==> src/rtl/order_panel_pkg.sv <==
// ----------------------------------------------------------------------------
// order_panel_pkg
// Shared types and colour constants for the order panel overlay.
//   slot_state_t : per-slot lifecycle (IDLE -> ACTIVE -> EXPIRED -> IDLE)
//   order_type_t : dish/sprite selector carried by each order
//   COLOR_*      : 12-bit RGB444 colours used by the pixel stage
// ----------------------------------------------------------------------------
package order_panel_pkg;

    typedef enum logic [1:0] {
        IDLE    = 2'd0,
        ACTIVE  = 2'd1,
        EXPIRED = 2'd2
    } slot_state_t;

    typedef enum logic [1:0] {
        ORDER_TYPE_0 = 2'd0,
        ORDER_TYPE_1 = 2'd1,
        ORDER_TYPE_2 = 2'd2,
        ORDER_TYPE_3 = 2'd3
    } order_type_t;

    localparam logic [11:0] COLOR_BAR   = 12'h070;
    localparam logic [11:0] COLOR_FLASH = 12'hF00;
    localparam logic [11:0] COLOR_BG    = 12'h000;

endpackage

==> src/rtl/order_slot.sv <==
// ----------------------------------------------------------------------------
// order_slot
// One order slot: lifecycle FSM, countdown timer (in time units) and a
// frame-tick prescaler that restarts at allocation.
// Ports:
//   pixel_clk_in, rst_n_in : clock / async active-low reset
//   frame_tick_in          : one-cycle pulse per frame
//   alloc_in               : take a new order (only acted on while IDLE)
//   time_in, type_in       : order time in units (0 treated as 1) and type
//   done_in                : order served (only acted on while ACTIVE)
//   idle_out, active_out   : state decodes
//   expired_out            : high for the single EXPIRED cycle
//   remaining_out          : remaining time units (time-bar width)
//   type_out               : order type held by the slot
// ----------------------------------------------------------------------------
module order_slot
    import order_panel_pkg::*;
#(
    parameter int TIME_W         = 5,
    parameter int TICKS_PER_UNIT = 60
) (
    input  logic              pixel_clk_in,
    input  logic              rst_n_in,
    input  logic              frame_tick_in,
    input  logic              alloc_in,
    input  logic [TIME_W-1:0] time_in,
    input  logic [1:0]        type_in,
    input  logic              done_in,
    output logic              idle_out,
    output logic              active_out,
    output logic              expired_out,
    output logic [TIME_W-1:0] remaining_out,
    output logic [1:0]        type_out
);

    localparam int PRE_W = (TICKS_PER_UNIT > 1) ? $clog2(TICKS_PER_UNIT) : 1;
    localparam logic [PRE_W-1:0] PRE_LAST = PRE_W'(TICKS_PER_UNIT - 1);

    slot_state_t       state_q, state_d;
    logic [TIME_W-1:0] timer_q, timer_d;
    logic [PRE_W-1:0]  pre_q, pre_d;
    order_type_t       type_q, type_d;

    // State register
    always_ff @(posedge pixel_clk_in or negedge rst_n_in) begin
        if (!rst_n_in) begin
            state_q <= IDLE;
            timer_q <= '0;
            pre_q   <= '0;
            type_q  <= ORDER_TYPE_0;
        end else begin
            // NOTE: non-blocking so all registers update from pre-edge values.
            state_q <= state_d;
            timer_q <= timer_d;
            pre_q   <= pre_d;
            type_q  <= type_d;
        end
    end

    // Next-state logic
    always_comb begin
        // NOTE: hold-value defaults first, so no path can infer a latch.
        state_d = state_q;
        timer_d = timer_q;
        pre_d   = pre_q;
        type_d  = type_q;
        unique case (state_q)
            IDLE: begin
                if (alloc_in) begin
                    state_d = ACTIVE;
                    timer_d = (time_in == '0) ? TIME_W'(1) : time_in;
                    pre_d   = '0;
                    type_d  = order_type_t'(type_in);
                end
            end
            ACTIVE: begin
                // Serving beats expiry when both land in the same cycle.
                if (done_in) begin
                    state_d = IDLE;
                    timer_d = '0;
                    pre_d   = '0;
                end else if (frame_tick_in) begin
                    if (pre_q == PRE_LAST) begin
                        pre_d   = '0;
                        timer_d = timer_q - TIME_W'(1);
                        if (timer_q == TIME_W'(1)) begin
                            state_d = EXPIRED;
                        end
                    end else begin
                        pre_d = pre_q + PRE_W'(1);
                    end
                end
            end
            EXPIRED: state_d = IDLE;
            default: state_d = IDLE;
        endcase
    end

    // Output decode
    always_comb begin
        idle_out      = (state_q == IDLE);
        active_out    = (state_q == ACTIVE);
        expired_out   = (state_q == EXPIRED);
        remaining_out = timer_q;
        type_out      = type_q;
    end

endmodule

==> src/rtl/order_panel.sv <==
// ----------------------------------------------------------------------------
// order_panel
// Row of NUM_SLOTS order sprites with a countdown time bar under each.
// Orders are placed in the lowest free slot; each slot counts down on frame
// ticks and pulses expired_out when it runs out.
// Pixel pipeline: stage 0 decodes the pixel and registers the sprite ROM
// request, stage 1 is the ROM return, stage 2 registers pixel_out.
// Ports:
//   pixel_clk_in, rst_n_in          : clock / async active-low reset
//   frame_tick_in                   : one-cycle pulse per frame
//   x_in, y_in                      : panel origin
//   hcount_in, vcount_in            : current pixel
//   new_order_in/new_type_in/new_time_in : create an order
//   done_in, done_slot_in           : serve the order in a slot
//   sprite_addr_out, sprite_type_out: sprite ROM request
//   sprite_pix_in                   : ROM colour, one cycle after request
//   pixel_out                       : panel colour (COLOR_BG outside)
//   active_out, full_out, expired_out : slot status
// Build option: define ORDER_PANEL_FLASH_EN to flash the bar red/green
// every 8 frame ticks once 3 or fewer time units remain.
// ----------------------------------------------------------------------------
module order_panel
    import order_panel_pkg::*;
#(
    parameter  int NUM_SLOTS      = 4,
    parameter  int SPRITE_W       = 32,
    parameter  int SPRITE_H       = 32,
    parameter  int TIME_W         = 5,
    parameter  int TICKS_PER_UNIT = 60,
    parameter  int SLOT_GAP       = 8,
    parameter  int BAR_H          = 3,
    localparam int SLOT_W         = (NUM_SLOTS > 1) ? $clog2(NUM_SLOTS) : 1
) (
    input  logic                 pixel_clk_in,
    input  logic                 rst_n_in,
    input  logic                 frame_tick_in,
    input  logic [9:0]           x_in,
    input  logic [8:0]           y_in,
    input  logic [9:0]           hcount_in,
    input  logic [8:0]           vcount_in,
    input  logic                 new_order_in,
    input  logic [1:0]           new_type_in,
    input  logic [TIME_W-1:0]    new_time_in,
    input  logic                 done_in,
    input  logic [SLOT_W-1:0]    done_slot_in,
    output logic [11:0]          sprite_addr_out,
    output logic [1:0]           sprite_type_out,
    input  logic [11:0]          sprite_pix_in,
    output logic [11:0]          pixel_out,
    output logic [NUM_SLOTS-1:0] active_out,
    output logic                 full_out,
    output logic [NUM_SLOTS-1:0] expired_out
);

    localparam int PITCH = SPRITE_W + SLOT_GAP;

    logic [NUM_SLOTS-1:0] slot_idle, slot_active, slot_expired;
    logic [NUM_SLOTS-1:0] alloc_vec, done_vec;
    logic [NUM_SLOTS-1:0] in_sprite, in_bar;
    logic [TIME_W-1:0]    slot_rem  [NUM_SLOTS];
    logic [1:0]           slot_type [NUM_SLOTS];
    logic [15:0]          dx        [NUM_SLOTS];
    logic [15:0]          dy_sprite, dy_bar;

    // Isolate the lowest set bit of the idle mask: lowest free slot wins.
    // A slot freed this cycle is not IDLE yet, so it cannot be re-taken.
    assign alloc_vec = new_order_in ? (slot_idle & (~slot_idle + NUM_SLOTS'(1))) : '0;

    // Offsets are unsigned and wrap when the pixel lies before the region,
    // so a single "< size" test covers both bounds.
    assign dy_sprite = {7'd0, vcount_in} - {7'd0, y_in};
    assign dy_bar    = {7'd0, vcount_in} - ({7'd0, y_in} + 16'(SPRITE_H + 1));

    for (genvar i = 0; i < NUM_SLOTS; i++) begin : g_slot
        assign done_vec[i] = done_in && (done_slot_in == SLOT_W'(i));
        assign dx[i]       = {6'd0, hcount_in} - ({6'd0, x_in} + 16'(i * PITCH));
        assign in_sprite[i] = slot_active[i] && (dx[i] < 16'(SPRITE_W)) &&
                              (dy_sprite < 16'(SPRITE_H));
        assign in_bar[i]    = slot_active[i] && (dy_bar < 16'(BAR_H)) &&
                              (dx[i] < 16'(slot_rem[i]));

        order_slot #(
            .TIME_W         (TIME_W),
            .TICKS_PER_UNIT (TICKS_PER_UNIT)
        ) u_slot (
            .pixel_clk_in  (pixel_clk_in),
            .rst_n_in      (rst_n_in),
            .frame_tick_in (frame_tick_in),
            .alloc_in      (alloc_vec[i]),
            .time_in       (new_time_in),
            .type_in       (new_type_in),
            .done_in       (done_vec[i]),
            .idle_out      (slot_idle[i]),
            .active_out    (slot_active[i]),
            .expired_out   (slot_expired[i]),
            .remaining_out (slot_rem[i]),
            .type_out      (slot_type[i])
        );
    end

    assign active_out  = slot_active;
    assign expired_out = slot_expired;
    assign full_out    = ~|slot_idle;

`ifdef ORDER_PANEL_FLASH_EN
    // Free-running frame-tick counter; bit 3 flips every 8 ticks.
    logic [3:0] flash_cnt_q;
    always_ff @(posedge pixel_clk_in or negedge rst_n_in) begin
        if (!rst_n_in) begin
            flash_cnt_q <= '0;
        end else if (frame_tick_in) begin
            flash_cnt_q <= flash_cnt_q + 4'd1;
        end
    end
`endif

    // Stage 0: pick the slot under the pixel (lowest index wins).
    logic        sprite_hit_d, bar_hit_d;
    logic [11:0] addr_d, bar_color_d;
    logic [1:0]  type_d;

    always_comb begin
        sprite_hit_d = |in_sprite;
        bar_hit_d    = |in_bar;
        addr_d       = '0;
        type_d       = '0;
        bar_color_d  = COLOR_BAR;
        for (int i = NUM_SLOTS - 1; i >= 0; i--) begin
            if (in_sprite[i]) begin
                addr_d = 12'(dx[i] + dy_sprite * 16'(SPRITE_W));
                type_d = slot_type[i];
            end
`ifdef ORDER_PANEL_FLASH_EN
            if (in_bar[i]) begin
                bar_color_d = (flash_cnt_q[3] && (32'(slot_rem[i]) <= 32'd3)) ?
                              COLOR_FLASH : COLOR_BAR;
            end
`endif
        end
    end

    // Stages 0-2: ROM request, hit flags delayed alongside the ROM, output.
    logic        sprite_hit_q1, sprite_hit_q2, bar_hit_q1, bar_hit_q2;
    logic [11:0] bar_color_q1, bar_color_q2;

    always_ff @(posedge pixel_clk_in or negedge rst_n_in) begin
        if (!rst_n_in) begin
            sprite_addr_out <= '0;
            sprite_type_out <= '0;
            sprite_hit_q1   <= 1'b0;
            sprite_hit_q2   <= 1'b0;
            bar_hit_q1      <= 1'b0;
            bar_hit_q2      <= 1'b0;
            bar_color_q1    <= COLOR_BG;
            bar_color_q2    <= COLOR_BG;
            pixel_out       <= COLOR_BG;
        end else begin
            sprite_addr_out <= addr_d;
            sprite_type_out <= type_d;
            sprite_hit_q1   <= sprite_hit_d;
            sprite_hit_q2   <= sprite_hit_q1;
            bar_hit_q1      <= bar_hit_d;
            bar_hit_q2      <= bar_hit_q1;
            bar_color_q1    <= bar_color_d;
            bar_color_q2    <= bar_color_q1;
            pixel_out       <= sprite_hit_q2 ? sprite_pix_in :
                               bar_hit_q2    ? bar_color_q2  : COLOR_BG;
        end
    end

endmodule

==> config.mk <==
export PLATFORM = sky130hd
export DESIGN_NAME = order_panel
export DESIGN_NICKNAME = d
export VERILOG_FILES = /design/src/rtl/order_panel_pkg.sv /design/src/rtl/order_slot.sv /design/src/rtl/order_panel.sv
export SDC_FILE = /design/constraint.sdc
export NUM_CORES = 1
export LEC_CHECK = 0
export CAP_MARGIN = 20
export CORE_MARGIN = 5
export CORE_UTILIZATION = 35
export CTS_BUF_LIST = sky130_fd_sc_hd__clkbuf_2 sky130_fd_sc_hd__clkbuf_4 sky130_fd_sc_hd__clkbuf_8
export DETAILED_ROUTE_END_ITERATION = 16
export SKIP_CTS_REPAIR_TIMING = 1
export SYNTH_ARGS = -nofsm -noshare
export SYNTH_HDL_FRONTEND = slang
export SYNTH_HIERARCHICAL = 1
export SYNTH_SLANG_ARGS = --single-unit
==> constraint.sdc <==
create_clock -name pixel_clk_in -period 3.5 [get_ports pixel_clk_in]
set_input_delay 0.35 -clock pixel_clk_in [delete_from_list [all_inputs] [get_ports pixel_clk_in]]
set_output_delay 0.35 -clock pixel_clk_in [all_outputs]
set_load 0.02 [all_outputs]
==> key figures <==
Clock network
  • Clock tree buffer depth: 2
  • H-tree Lvls: 3
  • # clock sinks: 92
  • CTS tree: yes
  • Num CTS Buffers: 9
  • Worst-path clk slew: approximately 0.1 ns
  • Worst-Skew Late Latency: 0.39 ns
  • Root Driver: clkbuf_8

Critical path
  • CP max stage delay: 0.61 ns
  • Kind of critical path: primary input to flip-flop
  • Critical path arrival: 3.65 ns
  • R2R depth: 8
  • Worst endpoint required time: around 3.8 ns
  • Critical-path top delay cell: fa_2
  • Crit-path cells: dlymetal6s2s_1 -> ha_4 -> inv_1 -> fa_2 -> o21a_1 -> nor2_2 -> a21oi_2 -> xnor2_1 -> ha_1 -> a21o_1 -> a21o_1 -> a21o_1 -> a21oi_1 -> xnor2_1 -> a221o_1 -> a31o_1
  • CP endpoint kind: flip-flop
  • Worst path bufs/invs: 2
  • CP top delay family: compound AO/OA/AOI/OAI gates
  • Critical path's most frequent cell: a21o_1
  • Crit path max fanout: 4
  • CP Launch Type: primary input
  • Worst path depth: 16

Pwr
  • Peak supply drop: 0.000221 V
  • Pwr dens: ~480 mW/mm^2
  • P_leak: 6.06 nW

Synthesis
  • Distinct cells, synth: slightly below 80
  • Async SR Flop Fraction: 1.00
  • Gate Count Post-Synth: approximately 1100
  • Net count after synthesis: 1254
  • Seq/Total Area, Yosys: 0.250
  • Yosys Warn Count: 6
  • Synth Register Bits: 92
  • Most used DFF post-synth: dfrtp_1
  • Post-synth EDFFs: 0
  • Syn_area_per_cell: between 8 and 9 um^2
  • Synth Cell Area: between 0.009 and 0.01 mm^2

Floorplanning
  • DIE HEIGHT: 172 um
  • IO Pins: 99
  • Die width: 172 um
  • Starting Density: 0.355
  • # rows: slightly below 60
  • Die area: 0.0297 mm^2
  • Area of the core: 0.0260 mm^2

Routing
  • ANT nets after route: 0
  • Drt wl/cell: between 15 and 20 um
  • Post-Route WL: 27900 um
  • # DRC: 0
  • Via density: 5.22
  • Vias: a little under 9000
  • DR iter-0 viols: approximately 540
  • DRT Pass-1 Iters: 7

Place
  • Port Buffers: 98
  • Dpl hpwl: 22600 um
  • Setup WS pre-CTS: -0.786 ns
  • Routability cong.: roughly 0.90

Finish
  • Finished Core Util: 0.496
  • # nets final: 1556
  • Layout area overhead: 39.9%
  • Number of diodes: 0
  • Share of layout cells above drive strength 1: 0.270

Timing
  • Final period util: 0.967
  • Slew Viols, Final: 0
  • Relative slew slack: 0.430
  • Fin Hold WS: 0.00165 ns
  • Tmin final: 3.39 ns
  • Final setup fails: 0
  • Fmax: around 300 MHz
  • Worst setup margin: about 0.11 ns
  • Slew @ Worst Pin: 0.853 ns
  • Post-Route Skew: ~0.022 ns
  • Final hold vios: 0

Run
  • Max-cap violations: 0

GRT
  • Initial antenna violation count: 0
  • Vias in the first global route: 8491
  • Total track usage: 0.181
  • Largest net degree at the start of global routing: 59
  • Total congestion overflow: 0
  • First-pass GRT wire length: 43300 um

Worst hold path
  • Hold Crit Class: primary input to async pin

Run status
  • Status: finished, final reports clean
## worst register-to-register path, cell delays in order (launching register included)
cell and delay [ns]:
dfrtp_1 0.50, or2b_1 0.35, inv_1 0.22, o21ai_0 0.16, a211oi_1 0.26, o211ai_1 0.23, or2_2 0.41, a211o_1 0.29
a41oi_1 0.28
## logic make-up (layout without fill, tap and decap cells)
family | Yosys count | after routing | share of synthesized area
AND/OR/NAND/NOR | 330 | 330 | 0.203
AO/OA/AOI/OAI | 273 | 273 | 0.199
buffers and inverters | 146 | 453 | 0.0650
adder cells (fa/ha/maj) | 123 | 123 | 0.179
flip-flops | 92 | 92 | 0.250
XOR/XNOR | 71 | 71 | 0.0675
multiplexers | 31 | 31 | 0.0354
other | 1 | 1 | 0.000407
## power by group
part | internal, W | total [W] | switching [W] | leakage, nW
logic | 0.00190 | 0.00383 | 0.00193 | 4.73
clock network | 0.000429 | 0.000838 | 0.000409 | 0.115
registers | 0.00130 | 0.00157 | 0.000274 | 1.22
total | 0.00363 | 0.00624 | 0.00262 | 6.06
## placed cells by master, fill, tap and decap left out, types with 47 or more instances in the layout
cell / n
clkdlybuf4s50_1: 83
o21ai_0: 58
nor2_1: 48
a21oi_1: 51
nand2_1: 74
ha_1: 89
xnor2_1: 47
buf_4: 219
dfrtp_1: 92
inv_1: 102
## stage by stage
stage | setup TNS, ns | area, um^2 | power, W | instances
final | 0 | 12900 | 0.00624 | 1709
after global routing | -0.0182 | 12900 | 0.00675 | 1709
after CTS | -2.44 | 12300 | 0.00601 | 1696
after detailed placement | -8.73 | 12100 | 0.00515 | 1680
after global placement | -7.94 | 12100 | 0.00509 | 1680
after floorplan | 0 | 9260 | 0.00382 | 1067
## cell type report
class / count / area (um^2)
clock buffer: 10 / 138
clock inverter: 6 / 96.3
fill: 2501 / 13100
inverter: 117 / 439
multi-input combinational: 829 / 6790
sequential: 92 / 2300
tap: 335 / 419
timing repair buffer: 320 / 2710
## registers in the layout, indices dropped and copies added, names as in the netlist
register                     count
g_slot.u_slot/pre_q             24
g_slot.u_slot/remaining_out     20
pixel_out                       12
sprite_addr_out                 12
g_slot.u_slot/state_q            8
g_slot.u_slot/type_out           8
sprite_type_out                  2
bar_color_q1                     1
bar_color_q2                     1
bar_hit_q1                       1
bar_hit_q2                       1
sprite_hit_q1                    1
sprite_hit_q2                    1
## Yosys cell counts, types with 18 or more instances
master	n	share of area
inv_1	117	0.048
ha_1	108	0.15
dfrtp_1	92	0.25
nand2_1	75	0.031
a21oi_1	63	0.034
o21ai_0	61	0.033
xnor2_1	50	0.048
nor2_1	49	0.020
nor4_1	24	0.016
and2_1	22	0.015
nand3_1	22	0.012
xor2_1	21	0.020
nor2b_1	20	0.014
clkbuf_1	18	0.0073
mux2i_1	18	0.020
nor3_1	18	0.0098
## layer usage
metal | GRT usage | routed length (um)
met1 | 0.244 | 12600
met2 | 0.297 | 12900
met3 | 0.0316 | 1550
met4 | 0.0581 | 771
met5 | 0 | 0
## worst paths after layout
path / start / endpoint / slack, ns
min in group pixel_clk_in: sprite_hit_q1$_DFF_PN0_ / sprite_hit_q2$_DFF_PN0_ / 0.35
min: rst_n_in / g_slot[2].u_slot/pre_q[0]$_DFFE_PN0P_ / 0.002
max: hcount_in[3] / sprite_addr_out[10]$_DFF_PN0_ / 0.11
max in group asynchronous: rst_n_in / bar_hit_q1$_DFF_PN0_ / 2.74
max reg2reg: g_slot[0].u_slot/state_q[1]$_DFFE_PN0P_ / bar_hit_q1$_DFF_PN0_ / 0.68
min reg2reg: sprite_hit_q1$_DFF_PN0_ / sprite_hit_q2$_DFF_PN0_ / 0.35
Power figures use the tool's default switching activity.
==> RTL change 1 (same flow settings) <==
The option `ORDER_PANEL_FLASH_EN` is turned on by a define.
--- a/src/rtl/order_panel.sv
+++ b/src/rtl/order_panel.sv
@@ -20,4 +20,6 @@
 // every 8 frame ticks once 3 or fewer time units remain.
 // ----------------------------------------------------------------------------
+`define ORDER_PANEL_FLASH_EN
+
 module order_panel
     import order_panel_pkg::*;
Formal check against the unedited RTL: same outputs for any inputs over 4 cycles, from zero or initial values and one cycle with rst_n_in low; that may be too few to reach the edited logic, so the function may still have changed.
==> RTL change 1 against the unedited design <==
The flow now finishes with violations (negative hold slack). Design area rose by 2.1%. Clock power down 8.9%. Power is 2.7% higher. Critical path type unchanged. Routed wire length grew 0.76%. Sequential cell count up 6. Fmax hardly changed. Synthesized area rose by 3.1%. Worst setup slack gained 0.0016 ns. Critical path depth stayed put. Largest power group unchanged.
==> RTL change 1: results (changes against the unedited design) <==
STA:
- The number of hold violations in the final report is 1 (+1).
- The relative slew slack was 48.38% (+5.4 points).
- The tightest hold margin came to -0.0001923 ns (-0.001843 ns).
- The maximum clock skew at final layout was 0.01415 ns (-0.007727 ns).

Placed design:
- The final weighted congestion of routability-driven global placement is 0.9134 (+1.3%).
- The post-place instance area was 12,460 µm² (+3.3%).
- The post-DP HPWL is 22.70 mm (+0.26%).

Setup path:
- The maximum fanout along the worst path is 8 (+4).
- The worst stage delay on the critical path came to 0.48 ns (-0.13 ns).
- The cell with the largest stage delay on the worst path is sky130_fd_sc_hd__clkdlybuf4s50_1.

Finish:
- The number of fill cells in the layout was 2,554 (+2.1%).
- The share of layout cells above drive strength 1 is 27.05% (+0.047 points).
- The number of nets in the finished design is 1,562 (+0.39%).

Pwr:
- The worst vdd rail ir drop is 0.2353 mV (+6.3%).
- The leakage power is 0.006222 µW (+2.6%).

Global route:
- The first-pass GRT wire length is 44.96 mm (+3.7%).
- The number of antenna violations at the first check in global routing is 0 (unchanged).
- The number of global-route vias before repair is 8,674 (+2.2%).
- The global-route total usage across every layer is 17.85% (-0.29 points).
- The largest net degree at the start of global routing is 55 (-6.8%).

Run status:
- The final reports fail on negative hold slack.
- The run finished, with violations left.

Hold path:
- The worst hold path belongs to the class primary input to async pin.

Synth:
- After synthesis, the cell types taking the most area are sky130_fd_sc_hd__dfrtp_1 26%, sky130_fd_sc_hd__ha_1 14%, sky130_fd_sc_hd__inv_1 5.0%.
- The sequential-to-total area share from yosys stat came to 25.80% (+0.82 points).
- The number of distinct library cells after synthesis is 88 (+11%).
- The synthesized net count came to 1,259 (+0.40%).

Drt:
- The iteration count of the initial detailed-routing pass came to 5 (-2).
- The wire length reported by the detailed router is 28.07 mm (+0.76%).
- The number of DRC violations after detailed-routing iteration 0 is 456 (-15%).
- The vias after detailed routing came to 8,908 (-0.18%).
RTL change 1: power breakdown:
part	internal, µW	switching (µW)	total, µW
logic	1960	1980	3940
clock network	341	421	763
registers	1390	315	1710
RTL change 1: area by class of cell:
type                       count  area share [%]
clock inverter                 6          0.4941
inverter                     126           3.667
sequential                    98           18.62
timing repair buffer         318           20.49
tap                          341           3.240
clock buffer                  10          0.9976
multi-input combinational    821           52.48
RTL change 1: cell families after synthesis:
logic type	after synthesis	share of synthesized area (%)
buffers and inverters	152	6.568
flip-flops	98	25.80
adder cells (fa/ha/maj)	124	17.51
XOR/XNOR	64	6.055
multiplexers	32	3.620
AO/OA/AOI/OAI	243	18.67
AND/OR/NAND/NOR	358	21.78
RTL change 1: through the flow:
step	instances	hold slack [ns]	utilization [%]	total power [µW]	setup slack, ns
after global routing	1720	0.04281	49.00	6955	-0.06676
after detailed placement	1687	0.3347	46.37	5447	-0.7430
after floorplan	1071	0.05441	-	4037	0.003382
final	1720	-0.0001923	49.00	6412	0.1165
after CTS	1703	0.01421	47.10	6243	-0.3310
after global placement	1687	0.3327	46.37	5380	-0.6800
RTL change 1: final timing paths:
check                                               endpoint  slack [ns]  depth (start not counted)
min reg2reg                                       bar_hit_q2        0.35                          0
min                                g_slot[0].u_slot/pre_q[2]     -0.0002                          1
max                                         bar_color_q1[10]        0.12                         16
max reg2reg                g_slot[3].u_slot/remaining_out[0]        0.95                          7
min in group pixel_clk_in                         bar_hit_q2        0.35                          0
max in group asynchronous                 sprite_addr_out[6]        2.68                          2
RTL change 1: worst max-delay path: cells and delay by family:
family | cells | cell delay (ns)
compound gates | 4 | 0.94
fa+ha+maj | 2 | 0.52
buf+inv | 5 | 0.89
mux | 1 | 0.17
simple gates | 4 | 0.77
RTL change 1: routing by layer:
metal  GRT usage, %  vias up  wire length [µm]
met4          3.208        0               435
met3          3.332       30              1270
met1          24.69     4255             13290
li1               -     4427                 -
met2          29.56      196             13070
met5              0        -                 0
==> RTL change 2 (config.mk and constraints unchanged) <==
Made on the original files. The 3 states of `slot_state_t` get a one-hot encoding in 3 bits.
--- a/src/rtl/order_panel_pkg.sv
+++ b/src/rtl/order_panel_pkg.sv
@@ -8,8 +8,8 @@
 package order_panel_pkg;
 
-    typedef enum logic [1:0] {
-        IDLE    = 2'd0,
-        ACTIVE  = 2'd1,
-        EXPIRED = 2'd2
+    typedef enum logic [2:0] {
+        IDLE    = 3'b001,
+        ACTIVE  = 3'b010,
+        EXPIRED = 3'b100
     } slot_state_t;
 
Function: same outputs for any inputs over 4 cycles, from zero or initial values and one cycle with rst_n_in low; so few cycles prove little.
==> RTL change 2 against the unedited design <==
Worst hold slack better by 0.036 ns. Die area is 2.3% lower. Worst setup slack worse by 0.14 ns. Global-route usage is 1.4 points lower. Combinational power is 20% lower. Routed wire length is 11% lower. Via count is 8.0% lower. The run now ends with negative setup slack left. Synthesized area is 2.4% lower. Highest routed layer unchanged. Design area is 5.3% lower. Clock power is 0.8% lower. Power is 13% lower. Sequential cell count is 4 higher.
==> RTL change 2: results (changes against the unedited design) <==
Run status:
- The run finished, with violations left.
- The checks that failed: negative setup slack.

STA:
- The number of setup violations in the final report is 1 (+1).
- The final-layout setup total negative slack was -0.02238 ns (-0.02238 ns).
- The relative slew slack is 46.03% (+3.0 points).
- The minimum setup slack in the final design is -0.02238 ns (-0.1373 ns).
- The maximum clock skew at final layout is 0.02447 ns (+0.002596 ns).
- The tightest hold margin is 0.03814 ns (+0.03649 ns).

Global route:
- The number of global-route vias before repair came to 7,930 (-6.6%).
- The number of antenna violations at the first check in global routing is 1 (+1).
- The global-route total usage across every layer was 16.75% (-1.4 points).
- The first-pass GRT wire length is 39.78 mm (-8.2%).

Finish:
- The number of fill cells in the layout is 2,414 (-3.5%).
- The share of layout cells above drive strength 1 is 24.69% (-2.3 points).
- The number of nets in the finished design was 1,470 (-5.5%).

Drt:
- The number of DRC violations after detailed-routing iteration 0 is 555 (+3.4%).

Setup path:
- The cell with the largest stage delay on the worst path is sky130_fd_sc_hd__or4_4.
- The worst stage delay on the critical path is 0.57 ns (-0.04 ns).
- In this design, the largest share of critical-path delay is due to compound AO/OA/AOI/OAI gates.
- The data arrival at the endpoint of the critical path came to 3.85 ns (+0.20 ns).
- The worst setup slack for register-to-register paths came to 0.59 ns (-0.09 ns).

Synth:
- Sorting the synthesized cells by how often they occur yields 119 x sky130_fd_sc_hd__inv_1, 108 x sky130_fd_sc_hd__ha_1, 92 x sky130_fd_sc_hd__dfrtp_1.
- The sequential-to-total area share from yosys stat came to 26.77% (+1.8 points).
- By area the synthesized netlist is led by sky130_fd_sc_hd__dfrtp_1 26%, sky130_fd_sc_hd__ha_1 15%, sky130_fd_sc_hd__inv_1 5.0%.

Pwr:
- The leakage power is 0.005788 µW (-4.5%).
- The worst vdd rail ir drop was 0.2498 mV (+13%).
- The switching component of the power is 2160 µW (-17%).

Placed design:
- The worst slack at placement is -0.7816 ns (+0.004860 ns).
- The post-place instance area is 11,480 µm² (-4.9%).
- The final weighted congestion of routability-driven global placement came to 0.8689 (-3.6%).

Clocking:
- The clock edge transition at the registers on the reported setup and hold paths is 0.12 ns (+0.02 ns).
[RTL change 2: power by group through the flow]
stage               clock [µW]  combinational (µW)  sequential, µW
floorplan                    0                1850            1490
global placement             0                2870            1540
detailed placement           0                2900            1550
CTS                        871                2920            1530
global route               904                3430            1560
finish                     831                3070            1530
[RTL change 2: layout make-up]
cell class / count / area, µm² / area share [%]
Antenna cell: 1 / 2.502 / 0.02050
Inverter: 122 / 475.5 / 3.895
Sequential cell: 96 / 2407 / 19.72
Tap cell: 330 / 412.9 / 3.383
Multi-Input combinational cell: 784 / 6361 / 52.11
Clock inverter: 6 / 92.59 / 0.7585
Timing Repair Buffer: 270 / 2323 / 19.03
Clock buffer: 10 / 131.4 / 1.076
[RTL change 2: routing by layer]
metal | share of wire [%] | track usage (%) | up-vias | routed length (µm)
met5 | 0 | 0 | - | 0
met4 | 1.4 | 3.785 | 0 | 349
met3 | 4.5 | 2.439 | 22 | 1133
met2 | 47 | 27.25 | 156 | 11600
met1 | 48 | 23.65 | 3904 | 11840
li1 | - | - | 4132 | -
[RTL change 2: path summary, 6_finish.rpt]
kind                                        startpoint                                end  cells after the start
max in group asynchronous                     rst_n_in  g_slot[2].u_slot/remaining_out[3]                      2
min reg2reg                            bar_color_q1[4]                    bar_color_q2[4]                      0
max                                            x_in[1]                sprite_addr_out[11]                     15
min                                           rst_n_in          g_slot[3].u_slot/pre_q[1]                      1
max reg2reg                g_slot[2].u_slot/state_q[2]                sprite_addr_out[11]                      8
min in group pixel_clk_in              bar_color_q1[4]                    bar_color_q2[4]                      0
[RTL change 2: cells by family after synthesis]
kind of cell	synth area share, %
other	0.04170
DFF	26.77
and+or+nand+nor	19.35
buffers and inverters	7.067
xor gates and xnor gates	5.829
AOI/OAI and AO/OA	20.17
adders and majority gates	18.36
muxes	2.407
